==> src/rtl/nibble_serial_add_ctrl_pkg.sv <==
// nibble_serial_add_ctrl_pkg: shared state encoding and slice width for the nibble-serial adder.
package nibble_serial_add_ctrl_pkg;
   localparam logic [1:0] S_IDLE = 2'd0;
   localparam logic [1:0] S_BUSY = 2'd1;
   localparam logic [1:0] S_DONE = 2'd2;
   localparam int NIBBLE_W = 4;
endpackage

==> src/rtl/nibble_serial_add_ctrl_add4.sv <==
// nibble_add4: combinational 4-bit ripple-carry adder built from full-adder cells.
module nibble_add4
   import nibble_serial_add_ctrl_pkg::*;
(
   input  logic [NIBBLE_W-1:0] a_i,
   input  logic [NIBBLE_W-1:0] b_i,
   input  logic                ci_i,
   output logic [NIBBLE_W-1:0] sum_o,
   output logic                co_o
);
   logic [NIBBLE_W:0] c;
   assign c[0] = ci_i;
   for (genvar i = 0; i < NIBBLE_W; i++) begin : g_fa
      assign sum_o[i] = a_i[i] ^ b_i[i] ^ c[i];
      assign c[i+1]   = (a_i[i] & b_i[i]) | (c[i] & (a_i[i] ^ b_i[i]));
   end
   assign co_o = c[NIBBLE_W];
endmodule

==> src/rtl/nibble_serial_add_ctrl.sv <==
// nibble_serial_add_ctrl: WIDTH-bit add/subtract sequenced through one 4-bit adder slice,
// LSB nibble first, with valid/ready request and response handshakes.
module nibble_serial_add_ctrl
   import nibble_serial_add_ctrl_pkg::*;
#(
   parameter int WIDTH = 16
) (
   input  logic             clk,
   input  logic             rst_n,
   input  logic             req_valid_i,
   output logic             req_ready_o,
   input  logic [WIDTH-1:0] a_i,
   input  logic [WIDTH-1:0] b_i,
   input  logic             cin_i,
   input  logic             sub_i,
   output logic             busy_o,
   output logic             res_valid_o,
   input  logic             res_ready_i,
   output logic [WIDTH-1:0] sum_o,
   output logic             cout_o,
   output logic             ovf_o
);
   localparam int NIBBLES = WIDTH / NIBBLE_W;
   localparam int CW = $clog2(NIBBLES);

   logic [1:0]          state_q, state_d;
   logic [CW-1:0]       cnt_q, cnt_d;
   logic [WIDTH-1:0]    a_q, a_d, b_q, b_d, sum_q, sum_d;
   logic                carry_q, carry_d, a_msb_q, a_msb_d, b_msb_q, b_msb_d, ovf_q, ovf_d;
   logic [NIBBLE_W-1:0] s4;
   logic                co4;

   nibble_add4 u_add4 (
      .a_i   (a_q[NIBBLE_W-1:0]),
      .b_i   (b_q[NIBBLE_W-1:0]),
      .ci_i  (carry_q),
      .sum_o (s4),
      .co_o  (co4)
   );

   always_comb begin
      state_d = state_q;
      cnt_d   = cnt_q;
      a_d     = a_q;
      b_d     = b_q;
      sum_d   = sum_q;
      carry_d = carry_q;
      a_msb_d = a_msb_q;
      b_msb_d = b_msb_q;
      ovf_d   = ovf_q;
      if (state_q == S_IDLE && req_valid_i) begin
         state_d = S_BUSY;
         cnt_d   = '0;
         a_d     = a_i;
         b_d     = sub_i ? ~b_i : b_i;
         carry_d = sub_i ? 1'b1 : cin_i;
         a_msb_d = a_i[WIDTH-1];
         b_msb_d = sub_i ? ~b_i[WIDTH-1] : b_i[WIDTH-1];
      end else if (state_q == S_BUSY) begin
         sum_d   = {s4, sum_q[WIDTH-1:NIBBLE_W]};
         a_d     = a_q >> NIBBLE_W;
         b_d     = b_q >> NIBBLE_W;
         carry_d = co4;
         cnt_d   = cnt_q + CW'(1);
         if (cnt_q == CW'(NIBBLES - 1)) begin
            state_d = S_DONE;
            // s4 is the top nibble here, so s4 MSB is the result sign bit
            ovf_d   = (a_msb_q == b_msb_q) && (s4[NIBBLE_W-1] != a_msb_q);
         end
      end else if (state_q == S_DONE && res_ready_i) begin
         state_d = S_IDLE;
      end
   end

   always_ff @(posedge clk or negedge rst_n) begin
      if (!rst_n) begin
         state_q <= S_IDLE;
         cnt_q   <= '0;
         a_q     <= '0;
         b_q     <= '0;
         sum_q   <= '0;
         carry_q <= 1'b0;
         a_msb_q <= 1'b0;
         b_msb_q <= 1'b0;
         ovf_q   <= 1'b0;
      end else begin
         state_q <= state_d;
         cnt_q   <= cnt_d;
         a_q     <= a_d;
         b_q     <= b_d;
         sum_q   <= sum_d;
         carry_q <= carry_d;
         a_msb_q <= a_msb_d;
         b_msb_q <= b_msb_d;
         ovf_q   <= ovf_d;
      end
   end

   assign req_ready_o = (state_q == S_IDLE);
   assign busy_o      = (state_q == S_BUSY);
   assign res_valid_o = (state_q == S_DONE);
   assign sum_o       = sum_q;
   assign cout_o      = carry_q;
   assign ovf_o       = ovf_q;
endmodule

==> config.mk <==
export PLATFORM = sky130hd
export DESIGN_NAME = nibble_serial_add_ctrl
export DESIGN_NICKNAME = d
export VERILOG_FILES = /design/src/rtl/nibble_serial_add_ctrl_pkg.sv /design/src/rtl/nibble_serial_add_ctrl_add4.sv /design/src/rtl/nibble_serial_add_ctrl.sv
export SDC_FILE = /design/constraint.sdc
export NUM_CORES = 1
export LEC_CHECK = 0
export CAP_MARGIN = 20
export CORE_MARGIN = 3
export CORE_UTILIZATION = 35
export DETAILED_ROUTE_END_ITERATION = 10
export REMOVE_ABC_BUFFERS = 1
export SYNTH_ARGS = -nofsm -noshare
export SYNTH_HDL_FRONTEND = slang
export SYNTH_SLANG_ARGS = --single-unit
==> constraint.sdc <==
create_clock -name clk -period 3.15 [get_ports clk]
set_input_delay 0.4725 -clock clk [delete_from_list [all_inputs] [get_ports clk]]
set_output_delay 0.4725 -clock clk [all_outputs]
set_load 0.1 [all_outputs]
==> flow_summary.toml, run 1 <==
[outcome]
outcome = "completed"

[timing]
finalSetupTns_ps = 0
max_freq_ghz = 0.3747
max_slew_margin = 0.4760
fin_crit_sh = 0.8472
tightest_slew_ps = 783.6
clock_skew_ps = 10.43
timing.final.ws_setup_ps = 481.3
min_period_ps = 2669
setup_violations = 0
whs_ps = 101.3
final_hold_viol_count = 0
grt_setup_unrepaired = "no"
drv_slew = 0

[worst_setup_path]
rrSetupSlack_ps = 480
arrival_ps = 2890
startpoint = "cout_o"
crit_top_cell = "fa_1"
critPathKind = "register to register"
slowest_delay_ps = 440
startpoint_type = "register"
crit_path_end_kind = "register"
required_ps = 3370
worst_path_max_delay_cell = "fa_1"
reg2reg_to = "ovf_o"
reg2regPathDepth = 9
crit-reg2reg-launch = "cout_o"
cp_max_fo = 3
crit_chain = "fa_1, inv_1, fa_1, inv_1, fa_1, inv_1, fa_1, or3_1, a41oi_1"

[yosys]
syn_area_um2 = 2542
yosysWarnings = 0
syn_inst = 262
ys_ff_latch = 56
syn_area_per_cell_um2 = 9.704
synth.top_cell.area_share = 0.5512
yosys.area.top_type = "dfrtp_1"
synth_area_leaders = "dfrtp_1 55%, nand2_1 14%, xnor2_1 4.1%"
synthDistinctLibCells = 27
yosysSeqAreaShare = 0.5512

[clocking]
clockBufferDepth = 2
cts.sinks = 56
cts_tree = "yes"
cts_setup_buffers = 0
clkTransAtPathRegs_ps = 90
ctsResizeCount = 0
cts_buffers = 5
clk_latency_ps = 320
root_buffer = "clkbuf_8"
cts-htree-levels = 2
cts_hold_buf = 0

[routing]
wl_per_cell_um = 13.14
antenna_left = 0
wirelength_mm = 5.465
first_pass_iters = 4
drc = 0
via_count = 1938
viasPerCell = 4.659
drtIter0Drc = 74

[final_layout]
utilization = 0.4779
final_cell_mix = "92 x nand2_1, 56 x dfrtp_1, 36 x clkdlybuf4s50_1, 27 x buf_4, 14 x nor2_1"
antenna_cells = 0
final_common_cell = "nand2_1"
drive_gt1_frac = 0.1344
area_delta_synth_final_pct = 29.82
nNetsFinal = 362

[global_route]
grt_pass1_wl_mm = 9.439
antenna_found_initial = 0
grt_max_degree = 46
track_usage = 0.1400
first_global_vias = 2007
overflow = 0

[pwr]
p_leak_uw = 0.001605
pwr-share-comb = 0.504
p_int_uw = 1752
p_clk_frac = 0.149
vdd_drop_max_uv = 275.4
p_total_uw = 3463
swShare = 0.4941
switchingPower_uw = 1711
power_density_nw_per_um2 = 1049
seq_power_share = 0.348

[place]
hpwlAfterDp_mm = 3.694
dp_slack_ps = 480.9
portBuffers = 58
place_congestion = 0.7389

[floorplan]
ios = 59
die_h_um = 91.23
start_util = 0.3681
die_x_um = 91.23
core.rowCount = 30
core_area_um2 = 6907
dieArea_um2 = 8323

[job]
drv_cap = 0

[worst_hold_path]
holdCritPathClass = "primary input to asynchronous set/reset pin"
## cells in the mapped netlist
cell type   n
a221o_1     9
ha_1        1
inv_2       1
a21oi_1     4
nand2_1    92
dfrtp_1    56
nand3_1     9
o21bai_1    1
xnor2_1    12
fa_1        4
buf_2       8
a22oi_1    12
a31oi_1     3
or3_1       1
a41oi_1     1
inv_1       8
buf_6       3
o21ai_0     9
xor2_1      4
buf_4       2
nand2b_2    1
nand3b_1    1
clkbuf_1    3
nor3_1      1
nor3b_2     1
or3b_4      1
nor2_1     14
## power by group through the flow
stage	sequential, uW	clock [uW]	combinational (uW)
floorplan	1870	0	605
global placement	1210	0	1740
detailed placement	1220	0	1760
CTS	1210	525	1760
global route	1250	550	1900
finish	1200	516	1740
## stage by stage
step | std cells | cell area (um2)
after floorplan | 246 | 2442
after global placement | 407 | 3154
after detailed placement | 407 | 3154
after CTS | 415 | 3281
after global routing | 416 | 3301
final | 416 | 3301
## worst max path at each step
stage,endpoint,slack [ps]
final,ovf_o,480
after global routing,ovf_o,330
after CTS,ovf_o,470
after detailed placement,ovf_o,480
after global placement,ovf_o,580
after floorplan,ovf_o,120
## layout make-up
class	instances	area, um2
Tap cell	96	120.1
Fill cell	692	3606
Clock inverter	1	30.03
Timing Repair Buffer	66	608.1
Multi-Input combinational cell	181	1011
Inverter	9	33.78
Clock buffer	7	96.34
Sequential cell	56	1401
## layer usage
metal / up-vias / part of all wire / global-route usage
met4: 0 / 0.013 / 0.04271
met5: - / 0 / 0
met2: 42 / 0.45 / 0.2207
met3: 7 / 0.042 / 0.03231
li1: 971 / - / -
met1: 918 / 0.50 / 0.1920
## logic make-up after synthesis
logic type / Yosys count / synth area share
flip-flops: 56 / 0.5512
XOR/XNOR: 16 / 0.05512
AND/OR/NAND/NOR: 121 / 0.1944
adder cells (fa/ha/maj): 5 / 0.03642
buffers and inverters: 25 / 0.05265
AO/OA/AOI/OAI: 39 / 0.1102
## sequential cells by signal, summed over array words and instances (netlist names)
| name | cells |
|---|---|
| ovf_o | 1 |
| a_msb_q | 1 |
| b_msb_q | 1 |
| a_q | 16 |
| b_q | 16 |
| sum_o | 16 |
| state_q | 2 |
| cout_o | 1 |
| cnt_q | 2 |
## critical path: cells and delay by family (launching register included)
| family | cells | cell delay, ps |
|---|---|---|
| compound gates | 1 | 230 |
| buf+inv | 3 | 190 |
| flops | 1 | 420 |
| fa+ha+maj | 4 | 1360 |
| simple gates | 1 | 380 |
(Power assumes the default switching activity.)
==> inputs of run 2 (changes only) <==
clock period = 2.5 ns   (was 3.15 ns; I/O delays follow)
==> run 2 against run 1 <==
Against the previous run: clock skew down 5.7 ps; sequential cell count unchanged; cell area down 0.19%; via count up 2.1%; power up 23%; utilization down 0.091 points; critical endpoint unchanged.
==> flow_summary.toml, run 2 (synthesized netlist as in run 1, its figures left out) <==
[outcome]
outcome = "completed"

[worst_setup_path]
startpoint_type = "register"
arrival_ps = 2650
crit-reg2reg-launch = "cout_o"
reg2regPathDepth = 9
required_ps = 2730
critPathKind = "register to register"
reg2reg_to = "ovf_o"
cp_max_fo = 2
rrSetupSlack_ps = 80
crit_path_end_kind = "register"

[timing]
setup_violations = 0
max_freq_ghz = 0.4129
whs_ps = 119.3
clock_skew_ps = 4.704
min_period_ps = 2422
finalSetupTns_ps = 0
max_slew_margin = 0.5159
tightest_slew_ps = 726.1
final_hold_viol_count = 0
fin_crit_sh = 0.9688
drv_slew = 0
grt_setup_unrepaired = "yes"

[pwr]
vdd_drop_max_uv = 437.1
power_density_nw_per_um2 = 1296
p_leak_uw = 0.001593
p_total_uw = 4270

[routing]
viasPerCell = 4.732
wl_per_cell_um = 13.14
antenna_left = 0
drc = 0
via_count = 1978
first_pass_iters = 4
drtIter0Drc = 69
wirelength_mm = 5.494

[worst_hold_path]
holdCritPathClass = "primary input to asynchronous set/reset pin"

[final_layout]
drive_gt1_frac = 0.1615
n_fill_cell = 705
area_delta_synth_final_pct = 29.58
utilization = 0.4770
finalNonFillerCells = 418
final_common_cell = "nand2_1"
final_cell_mix = "92 x nand2_1, 56 x dfrtp_1, 36 x clkdlybuf4s50_1, 30 x buf_4, 14 x nor2_1"
nNetsFinal = 365
antenna_cells = 0

[place]
place_congestion = 0.7436
hpwlAfterDp_mm = 3.700
portBuffers = 58
placed_cells = 409

[clocking]
cts_buffers = 5
clk_latency_ps = 300
cts_tree = "yes"
clockBufferDepth = 2
clkTransAtPathRegs_ps = 90
cts_hold_buf = 0
cts.sinks = 56
cts-htree-levels = 2
root_buffer = "clkbuf_8"

[global_route]
grt_max_degree = 31
grt_pass1_wl_mm = 9.315
overflow = 0
track_usage = 0.1384
antenna_found_initial = 0
first_global_vias = 2005

[floorplan]
die_h_um = 91.23
core_area_um2 = 6907
ios = 59
dieArea_um2 = 8323
die_x_um = 91.23
start_util = 0.3681
core.rowCount = 30

[job]
drv_cap = 0
## run 2: cell types whose count changed in the layout (fill, tap and decap cells not counted), sizes merged
| cell | previous run | this run |
|---|---|---|
| buf | 30 | 33 |
| bufinv | 1 | 0 |
| clkbuf | 7 | 6 |
| clkinv | 0 | 1 |
## run 2: power by group
part           switching [uW]  internal, uW
registers                 259          1260
clock network             275           191
logic                    1630           650
total                    2170          2100
## run 2: layout make-up
cell class,instances,area (um2),area share
Tap cell,96,120.1,0.03646
Sequential cell,56,1401,0.4254
Timing Repair Buffer,69,630.6,0.1914
Multi-Input combinational cell,181,1031,0.3130
Clock buffer,6,72.57,0.02203
Inverter,9,33.78,0.01025
Clock inverter,1,5.005,0.001519
## run 2: worst max path at each step
| stage | start | cells after the start | slack [ps] | end |
|---|---|---|---|---|
| final | cout_o | 9 | 80 | ovf_o |
| after floorplan | cout_o | 9 | -530 | ovf_o |
| after global placement | cout_o | 9 | -70 | ovf_o |
| after detailed placement | cout_o | 9 | -140 | ovf_o |
| after CTS | cout_o | 9 | 20 | ovf_o |
| after global routing | cout_o | 9 | -20 | ovf_o |
## run 2: timing repair
action,4_1_cts,5_1_grt
gates resized for setup,3,5
buffers inserted,1,1
pin swaps,3,1
setup endpoints to repair,1,1
hold endpoints to repair,0,0
## run 2: metal layers
layer  up-vias  track usage  wire, um
li1        976            -         -
met1       945       0.1899      2713
met2        52       0.2177      2467
met3         5      0.03231       277
met4         0      0.04271        36
met5         -            0         0
## run 2: per-stage QoR
stage / instance area, um2 / setup slack, ps
after floorplan: 2442 / -526.8
after global placement: 3182 / -71.62
after detailed placement: 3182 / -138.0
after CTS: 3279 / 17.19
after global routing: 3294 / -22.52
final: 3294 / 78.05
## run 2: worst max-delay path: stages (launching register included)
cell and delay (ps):
dfrtp_1 420, fa_2 390, inv_2 60, fa_2 190, inv_2 40, fa_2 330
inv_2 60, fa_1 410, or3_4 340, a41oi_2 120
==> inputs of run 3 (changes only) <==
SLEW_MARGIN = 25   (was default)
==> results of run 3 <==
Final layout, timing and power as in run 2 (identical DEF).
